## config.mk

```make
export PLATFORM = sky130hd
export DESIGN_NAME = usb_vec_bridge_flat
export DESIGN_NICKNAME = d
export VERILOG_FILES = /design/src/rtl/usb_vec_bridge_if.sv /design/src/rtl/usb_vec_bridge.sv /design/src/flat_wrapper.sv
export SDC_FILE = /design/constraint.sdc
export NUM_CORES = 1
export LEC_CHECK = 0
export CAP_MARGIN = 0
export CORE_ASPECT_RATIO = 0.7
export CORE_MARGIN = 2
export CORE_UTILIZATION = 45
export CTS_CLUSTER_DIAMETER = 40
export DETAILED_ROUTE_END_ITERATION = 12
export GPL_TIMING_DRIVEN = 0
export PLACE_DENSITY = 0.8
export SYNTH_ARGS = -nofsm -noshare
export SYNTH_HDL_FRONTEND = slang
export SYNTH_SLANG_ARGS = --single-unit
```

## constraint.sdc

```tcl
create_clock -name clk_48mhz -period 3.6 [get_ports clk_48mhz]
set_input_delay 0.72 -clock clk_48mhz [delete_from_list [all_inputs] [get_ports clk_48mhz]]
set_output_delay 0.72 -clock clk_48mhz [all_outputs]
set_load 0.1 [all_outputs]
```

## src/rtl/usb_vec_bridge_if.sv

```systemverilog
// Byte-pipeline interface between usb_vec_bridge and the USB-UART core.
//   uart_in_*  : bridge -> USB TX pipeline (data/valid out, ready back)
//   uart_out_* : USB RX pipeline -> bridge (data/valid in, ready back)
// modport master : the bridge side
// modport slave  : the USB pipeline side
interface usb_vec_bridge_if;
  logic [7:0] uart_in_data;
  logic       uart_in_valid;
  logic       uart_in_ready;
  logic [7:0] uart_out_data;
  logic       uart_out_valid;
  logic       uart_out_ready;

  modport master (
    output uart_in_data,
    output uart_in_valid,
    input  uart_in_ready,
    input  uart_out_data,
    input  uart_out_valid,
    output uart_out_ready
  );

  modport slave (
    input  uart_in_data,
    input  uart_in_valid,
    output uart_in_ready,
    output uart_out_data,
    output uart_out_valid,
    input  uart_out_ready
  );
endinterface

```

## src/rtl/usb_vec_bridge.sv

```systemverilog
// Bridge between the USB-UART byte pipeline and two fabric bit vectors.
//   RX: each host byte b writes in_vec[b[7:1]] <= b[0]; 8'hFF clears in_vec;
//       an index >= IN_WIDTH is dropped and flagged on rx_err.
//   TX: snapshots out_vec, streams it as ASCII '0'/'1' per bit (bit 0 first),
//       then END_CHAR, then FRAME_GAP idle cycles, and repeats.
// Optional build macro USB_VEC_HEX_EN: TX emits hex nibbles ('0'-'9','A'-'F',
//   nibble 0 first) instead of one character per bit.
// Ports:
//   clk_48mhz, reset_n : clock, async active-low reset
//   uart               : byte pipelines (usb_vec_bridge_if.master)
//   out_vec            : vector reported to the host
//   in_vec             : host-written vector (registered)
//   in_update          : 1-cycle pulse when in_vec changed
//   rx_err             : 1-cycle pulse on out-of-range index byte
//   frame_done         : high on the cycle END_CHAR is accepted
module usb_vec_bridge #(
  parameter int unsigned IN_WIDTH  = 64,
  parameter int unsigned OUT_WIDTH = 64,
  parameter int unsigned FRAME_GAP = 0,
  parameter logic [7:0]  END_CHAR  = 8'h2A
) (
  input  logic                 clk_48mhz,
  input  logic                 reset_n,
  usb_vec_bridge_if.master     uart,
  input  logic [OUT_WIDTH-1:0] out_vec,
  output logic [IN_WIDTH-1:0]  in_vec,
  output logic                 in_update,
  output logic                 rx_err,
  output logic                 frame_done
);

`ifdef USB_VEC_HEX_EN
  localparam int unsigned NumChars = (OUT_WIDTH + 3) / 4;
  localparam int unsigned PadW     = 4 * NumChars;
`else
  localparam int unsigned NumChars = OUT_WIDTH;
`endif
  localparam int unsigned       CurW    = $clog2(OUT_WIDTH + 1);
  localparam logic [CurW-1:0]   CurLast = CurW'(NumChars - 1);
  localparam int unsigned       GapW    = (FRAME_GAP > 1) ? $clog2(FRAME_GAP) : 1;
  localparam logic [GapW-1:0]   GapLast = GapW'(FRAME_GAP - 1);

  typedef enum logic [2:0] {StIdle, StSnap, StSend, StEnd, StGap} state_e;

  // ---------------------------------------------------------------- RX path
  logic [IN_WIDTH-1:0] in_vec_q, in_vec_d;
  logic                in_update_q, in_update_d;
  logic                rx_err_q, rx_err_d;
  logic                out_ready_q;
  logic                rx_fire;
  logic [6:0]          rx_idx;

  assign rx_fire = uart.uart_out_valid & out_ready_q;
  assign rx_idx  = uart.uart_out_data[7:1];

  always_comb begin
    in_vec_d    = in_vec_q;
    in_update_d = 1'b0;
    rx_err_d    = 1'b0;
    if (rx_fire) begin
      if (uart.uart_out_data == 8'hFF) begin
        in_vec_d = '0;
      end else if (32'(rx_idx) < IN_WIDTH) begin
        for (int unsigned i = 0; i < IN_WIDTH; i++) begin
          if (rx_idx == 7'(i)) in_vec_d[i] = uart.uart_out_data[0];
        end
      end else begin
        rx_err_d = 1'b1;
      end
      // Pulse only on an actual value change (covers both write and clear).
      in_update_d = (in_vec_d != in_vec_q);
    end
  end

  always_ff @(posedge clk_48mhz or negedge reset_n) begin
    if (!reset_n) begin
      in_vec_q    <= '0;
      in_update_q <= 1'b0;
      rx_err_q    <= 1'b0;
      out_ready_q <= 1'b0;
    end else begin
      in_vec_q    <= in_vec_d;
      in_update_q <= in_update_d;
      rx_err_q    <= rx_err_d;
      out_ready_q <= 1'b1;
    end
  end

  assign in_vec              = in_vec_q;
  assign in_update           = in_update_q;
  assign rx_err              = rx_err_q;
  assign uart.uart_out_ready = out_ready_q;

  // ---------------------------------------------------------------- TX path
  state_e               state_q, state_d;
  logic [CurW-1:0]      cursor_q, cursor_d;
  logic [OUT_WIDTH-1:0] snap_q, snap_d;
  logic [GapW-1:0]      gap_q, gap_d;
  logic                 tx_valid;
  logic [7:0]           tx_data;
  logic                 tx_fire;
  logic [7:0]           send_char;

`ifdef USB_VEC_HEX_EN
  logic [PadW-1:0] snap_pad;
  logic [3:0]      nib;
  assign snap_pad  = PadW'(snap_q);
  assign nib       = 4'(snap_pad >> {cursor_q, 2'b00});
  assign send_char = (nib < 4'd10) ? (8'h30 + {4'h0, nib}) : (8'h37 + {4'h0, nib});
`else
  logic send_bit;
  assign send_bit  = 1'(snap_q >> cursor_q);
  assign send_char = 8'h30 + {7'h0, send_bit};
`endif

  assign tx_fire = tx_valid & uart.uart_in_ready;

  always_ff @(posedge clk_48mhz or negedge reset_n) begin
    if (!reset_n) state_q <= StIdle;
    else          state_q <= state_d;
  end

  always_comb begin
    state_d  = state_q;
    cursor_d = cursor_q;
    snap_d   = snap_q;
    gap_d    = gap_q;
    case (state_q)
      StIdle: state_d = StSnap;
      StSnap: begin
        snap_d   = out_vec;
        cursor_d = '0;
        state_d  = StSend;
      end
      StSend: begin
        if (tx_fire) begin
          cursor_d = cursor_q + 1'b1;
          if (cursor_q == CurLast) state_d = StEnd;
        end
      end
      StEnd: begin
        if (tx_fire) begin
          if (FRAME_GAP == 0) begin
            state_d = StSnap;
          end else begin
            state_d = StGap;
            gap_d   = '0;
          end
        end
      end
      StGap: begin
        if (gap_q == GapLast) state_d = StSnap;
        else                  gap_d   = gap_q + 1'b1;
      end
      default: state_d = StIdle;
    endcase
  end

  always_ff @(posedge clk_48mhz or negedge reset_n) begin
    if (!reset_n) begin
      cursor_q <= '0;
      snap_q   <= '0;
      gap_q    <= '0;
    end else begin
      cursor_q <= cursor_d;
      snap_q   <= snap_d;
      gap_q    <= gap_d;
    end
  end

  // Moore data/valid: stable while held; frame_done marks the terminator transfer.
  always_comb begin
    tx_valid   = 1'b0;
    tx_data    = 8'h00;
    frame_done = 1'b0;
    case (state_q)
      StSend: begin
        tx_valid = 1'b1;
        tx_data  = send_char;
      end
      StEnd: begin
        tx_valid   = 1'b1;
        tx_data    = END_CHAR;
        frame_done = uart.uart_in_ready;
      end
      default: ;
    endcase
  end

  assign uart.uart_in_valid = tx_valid;
  assign uart.uart_in_data  = tx_data;

endmodule

```

## src/flat_wrapper.sv

```systemverilog
// flat-port wrapper written by rule: the top's interface ports become plain ports
module usb_vec_bridge_flat 
#(
  parameter int unsigned IN_WIDTH  = 64,
  parameter int unsigned OUT_WIDTH = 64,
  parameter int unsigned FRAME_GAP = 0,
  parameter logic [7:0]  END_CHAR  = 8'h2A
)
  (clk_48mhz, reset_n, out_vec, in_vec, in_update, rx_err, frame_done, uart_uart_in_data, uart_uart_in_valid, uart_uart_in_ready, uart_uart_out_data, uart_uart_out_valid, uart_uart_out_ready);
  usb_vec_bridge_if uart_i ();
  input  logic clk_48mhz;
  input  logic reset_n;
  input  logic [OUT_WIDTH-1:0] out_vec;
  output logic [IN_WIDTH-1:0] in_vec;
  output logic in_update;
  output logic rx_err;
  output logic frame_done;
  output wire logic [$bits(uart_i.uart_in_data)-1:0] uart_uart_in_data;
  output wire logic [$bits(uart_i.uart_in_valid)-1:0] uart_uart_in_valid;
  input wire logic [$bits(uart_i.uart_in_ready)-1:0] uart_uart_in_ready;
  input wire logic [$bits(uart_i.uart_out_data)-1:0] uart_uart_out_data;
  input wire logic [$bits(uart_i.uart_out_valid)-1:0] uart_uart_out_valid;
  output wire logic [$bits(uart_i.uart_out_ready)-1:0] uart_uart_out_ready;
  assign uart_uart_in_data = uart_i.uart_in_data;
  assign uart_uart_in_valid = uart_i.uart_in_valid;
  assign uart_i.uart_in_ready = uart_uart_in_ready;
  assign uart_i.uart_out_data = uart_uart_out_data;
  assign uart_i.uart_out_valid = uart_uart_out_valid;
  assign uart_uart_out_ready = uart_i.uart_out_ready;
  usb_vec_bridge #(.IN_WIDTH(IN_WIDTH), .OUT_WIDTH(OUT_WIDTH), .FRAME_GAP(FRAME_GAP), .END_CHAR(END_CHAR)) u_core (.clk_48mhz(clk_48mhz), .reset_n(reset_n), .uart(uart_i), .out_vec(out_vec), .in_vec(in_vec), .in_update(in_update), .rx_err(rx_err), .frame_done(frame_done));
endmodule
```

======== Word-level counts from Yosys, hierarchy flattened ========
Cells that the tools add are included.
cells by class
  mux-type cells .......................... 82
  reductions and logical operators ........ 6
  $lt $le $gt $ge ......................... 1
  equal/unequal tests ..................... 74
  $add $sub $neg .......................... 3
  shift-type cells ........................ 1
  bitwise logic cells ..................... 2
operator list
  kind                                            count
  == test 7 x 6 -> 1 bit (second input constant)  33
  2-to-1 mux 64 bit                               3
  == test 7 x 5 -> 1 bit (second input constant)  16
  2-to-1 mux 1 bit                                71
  != test 64 bit                                  1
  right shift 64 x 7 -> 1 bit                     1
  == test 7 x 4 -> 1 bit (second input constant)  8
  == test 7 x 3 -> 1 bit (second input constant)  4
  one-hot mux 8 bit (2 select lines)              1
  one-hot mux 3 bit (5 select lines)              1
  == test 7 x 2 -> 1 bit (second input constant)  2
  one-hot mux 7 bit (2 select lines)              1
  2-to-1 mux 3 bit                                4
  == test 8 bit (second input constant)           1
  != test 2 x 1 -> 1 bit (second input constant)  4
  adder 6 x 1 -> 7 bit (first input constant)     1
  adder 7 x 1 -> 7 bit (second input constant)    1
  == test 7 x 1 -> 1 bit (second input constant)  1
  zero test 7 bit                                 1
  < comparator 7 bit (second input constant)      1
  2-to-1 mux 7 bit                                1
  == test 3 x 2 -> 1 bit (second input constant)  2
  AND reduction 4 bit                             1
  == test 3 x 1 -> 1 bit (second input constant)  1
  7 further kinds                                 8
storage, ports and cells
  bits of input ports ..................... 76
  output and inout bits ................... 77
  word-level logic and storage cells ...... 177
  register bits ........................... 142

======== Depth between registers and ports, before layout ========
  depth in word-level cells ............... 7
  depth in mapped cells ................... 10

======== Least setup slack after synthesis ========
No wires, ideal clock.
  path type ............................... flip-flop to output port
  from .................................... reg u_core.state_q[0]
  to ...................................... out uart_uart_in_data[5]
  arrival ................................. 2.816 ns
  stages on the path, launching flop included .. 7
  path slack .............................. 0.064 ns
  path through ............................ dfrtp_1 inv_1 ha_1 clkbuf_1 inv_1 nand2_1 buf_4
between the ends
  word-level cells in the longest chain between the ends .. 2
  elaborated cells on any way between the ends .. 3
RTL lines
  what                                  line                   text
  start: declaration                    usb_vec_bridge.sv:95   state_e state_q, state_d;
  start signal: assignment              usb_vec_bridge.sv:119  if (!reset_n) state_q <= StIdle;
  start signal: assignment              usb_vec_bridge.sv:120  else state_q <= state_d;
  == test 3 x 2 -> 1 bit                usb_vec_bridge.sv:176  case (state_q)
  one-hot mux 8 bit (2 select lines) *  usb_vec_bridge.sv:176
  end: declaration                      flat_wrapper.sv:18     output wire logic [$bits(uart_i.uart_in_data)-1:0] uart_uart_in_data;
Every way passes the cells marked *; elsewhere a longest branch is shown, timed or not.

======== Final worst setup path ========
  from .................................... in uart_uart_out_data[7]
  to ...................................... reg u_core.in_update_q, in the netlist u_core.in_update
between the ends
  word-level cells in the longest chain between the ends .. 7
  elaborated cells on any way between the ends .. 135
RTL lines
  what                                                                        line                  text
  start: declaration                                                          flat_wrapper.sv:21    input wire logic [$bits(uart_i.uart_out_data)-1:0] uart_uart_out_data;
  parallel branches: the longest is 3 deep, another holds < comparator 7 bit  --
  2-to-1 mux 64 bit *                                                         usb_vec_bridge.sv:61  if (uart.uart_out_data == 8'hFF) begin
  2-to-1 mux 64 bit *                                                         usb_vec_bridge.sv:60  if (rx_fire) begin
  != test 64 bit *                                                            usb_vec_bridge.sv:71  in_update_d = (in_vec_d != in_vec_q);
  2-to-1 mux 1 bit *                                                          usb_vec_bridge.sv:60
  via u_core.in_update_d                                                      usb_vec_bridge.sv:47  logic in_update_q, in_update_d;
  end signal: assignment                                                      usb_vec_bridge.sv:83  in_update_q <= in_update_d;
  end: declaration                                                            usb_vec_bridge.sv:47
Mark *: on every way through the listed nets, which the timed path passes. The select of a mux whose other input is x is not followed.
A chain may end at the register's enable or synchronous reset.

==> run_results.csv <==
group,metric,value,unit
yosys,syn_area,7930,µm²
die,dieArea,18700,µm²
yosys,synth_top_area_share,44.2,%
layout,final_nets,1085,
sta,finalCriticalPeriod,3730,ps
clock_network,insertion_delay,420,ps
sta,tns,-207,ps
detailed_routing,ant_nets,0,
yosys,synth_edf_count,0,
die,ios,153,
detailed_routing,route.vias.total,8106,
job,max-cap-violations,0,
detailed_routing,drc,0,
global_route,antenna_found_initial,2,
global_route,first_global_vias,7655,
die,fp-row-count,40,
yosys,synth_seq_cells,140,
layout,drive_above_1_share,17.3,%
sta,rsz0062_at_grt,"yes",
sta,fin_ws,-130,ps
yosys,syn_area_per_cell,9.55,µm²
layout,most-common-layout-cells,"o21ai_0 (174), clkdlybuf4s50_1 (144), dfrtp_1 (140)",
clock_network,cts_root_buf,"clkbuf_16",
yosys,synth_ff_type,"dfrtp_1",
sta,setup_viol,2,
detailed_routing,drt-pass1-iter-count,7,
yosys,synth_simple_gate_area_share,11.8,%
critical_path,required,3880,ps
critical_path,r2r_start,"u_core.in_vec[40]",
detailed_routing,wl,32.3,mm
sta,tightest_slew,1330,ps
power_and_ir_drop,irDropWorstVdd,0.000394,V
yosys,synth_cells,831,
sta,maxSlewHeadroom,10.4,%
power_and_ir_drop,p_leak,3.97,nW
yosys,synth-xor-area-share,0.110,%
clock_network,path_clk_slew,70,ps
critical_path,cp_data_arrival_time,4010,ps
place,place.gp.congestion,1.09,
global_route,grt_usage,34.9,%
critical_path,cp_max_fo,10,
die,core_area,17200,µm²
sta,finalHoldViolCount,0,
sta,skew,12.7,ps
yosys,yosys.area_share.adder,0.789,%
run_status,violations,"setup timing",
yosys,synth_mux_area_share,15.0,%
yosys,yosys-top-cells-area,"dfrtp_1 (44%), o21ai_0 (11%), mux2_2 (9.1%)",
critical_path,rr_endpoint,"u_core.in_update",
die,start_util,46.1,%
clock_network,cts_tree,"yes",
hold_path,min_path_type,"in -> async",
detailed_routing,vias_per_cell,6.51,
critical_path,critPathLaunch,"uart_uart_out_data[7]",
yosys,synth_top_cell_by_area,"dfrtp_1",
place,dp_slack,-1170,ps
die,die_w,163,µm
clock_network,cts-hold-fix-buffers,0,
place,io_buffers,149,
run_status,status,"finished, violations left",
yosys,ys_seq_area_share,44.2,%
place,hpwl,23.7,mm
layout,final_common_cell,"o21ai_0",
yosys,synthDistinctLibCells,54,
critical_path,reg2reg_slack,1180,ps
detailed_routing,drtIter0Drc,1225,
critical_path,cp-end-kind,"flop",
clock_network,numClockSinks,140,
critical_path,reg2regPathDepth,6,
yosys,synth_top_family_by_area,"compound AO/OA/AOI/OAI gates",
layout,antenna_cells,0,
yosys,synth-compound-area-share,22.7,%
die,die_h,115,µm
layout,area_delta_synth_final,32.1,%
sta,finalCritPeriodShare,104,%
power_and_ir_drop,power,6.85,mW
global_route,grt_start_max_net_pins,101,
clock_network,clock_path_buffers,2,
sta,fmaxAchievable,268,MHz
clock_network,cts_made_buffers,17,
critical_path,cp-start-kind,"primary input",
sta,whs,210,ps
global_route,grt_pass1_wl,47.9,mm
yosys,ys_warn_count,0,
global_route,overflow,0,
power_and_ir_drop,power_density,654,nW/µm²
clock_network,htreeDepth,4,
yosys,async_flop_share,100,%
sta,maxSlewViolCount,0,
critical_path,worst-setup-path-type,"in -> reg",
detailed_routing,wire_per_inst,25.9,µm
[synthesized netlist by cell type (all sizes together) (3+ instances only)]
library cell,n
o31ai,3
a22oi,6
ha,5
o311ai,3
a31oi,8
inv,12
nand4bb,6
mux2,64
o21ai,176
nand4b,5
nor3,15
mux4,21
nand2b,5
clkbuf,57
nand4,18
or2,4
o22ai,41
a21oi,63
or4,3
nand2,28
buf,29
and3,3
nor4,3
dfrtp,140
nor2,67
nand3,7
or4b,8
[where the power goes]
group	internal [mW]	leakage [nW]	switching [mW]
clock	1.16	0.292	0.713
sequential	2.02	1.77	0.291
combinational	1.20	1.91	1.47
[per-layer routing]
metal	part of all wire (%)	track usage (%)	vias to the layer above
li1	-	-	3453
met1	41	49.9	3919
met2	40	46.1	625
met3	16	16.5	105
met4	3.0	11.2	4
met5	0.15	1.77	-
[state kept, by name, summed over array words and instances (netlist names)]
register,flops
u_core.cursor_q,7
u_core.in_update,1
u_core.in_vec,64
u_core.rx_err,1
u_core.snap_q,64
u_core.state_q,2
u_core.uart.uart_out_ready,1
[worst max-delay path, stage by stage]
cell,delay [ps]
clkdlybuf4s50_1,550
buf_2,220
nand4bb_1,300
clkbuf_4,350
nor2_1,140
o21ai_0,360
nand4_1,160
nor4_2,540
nand4_1,170
o41a_1,490
[final cells by class]
type | count | area [µm²]
clock inverter | 13 | 191
buffer | 84 | 425
fill | 1467 | 6740
multi-input combinational | 595 | 4030
tap | 231 | 289
sequential | 140 | 3500
inverter | 12 | 45.0
timing repair buffer | 154 | 1570
clock buffer | 17 | 425
[worst max path at each step]
stage / slack (ps) / to / depth (start not counted)
floorplan: 60 / uart_uart_in_data[5] / 6
global placement: -3850 / u_core.in_vec[40] / 1
detailed placement: -1170 / uart_uart_in_data[0] / 7
CTS: -80 / uart_uart_in_data[0] / 7
global route: -140 / uart_uart_in_data[0] / 7
finish: -130 / u_core.in_update / 10
[metrics by stage]
stage | cells | util, % | cell area [µm²]
after floorplan | 833 | - | 7940
after global placement | 1213 | 56.5 | 9720
after detailed placement | 1214 | 56.6 | 9750
after CTS | 1246 | 60.6 | 10400
after global routing | 1246 | 60.9 | 10500
final | 1246 | 60.9 | 10500
[cells by family after synthesis]
group,count (synthesis)
other,2
xor gates and xnor gates,1
and+or+nand+nor,178
muxes,85
DFF,140
buffers and inverters,98
adders and majority gates,5
AOI/OAI and AO/OA,322
[what timing repair did]
item,in CTS,in global routing
setup endpoints to repair,8,57
buffers inserted,3,0
gates cloned,0,1
resized for setup,27,17
pin swaps,1,0
No activity file was read; power rests on OpenSTA's default activity.
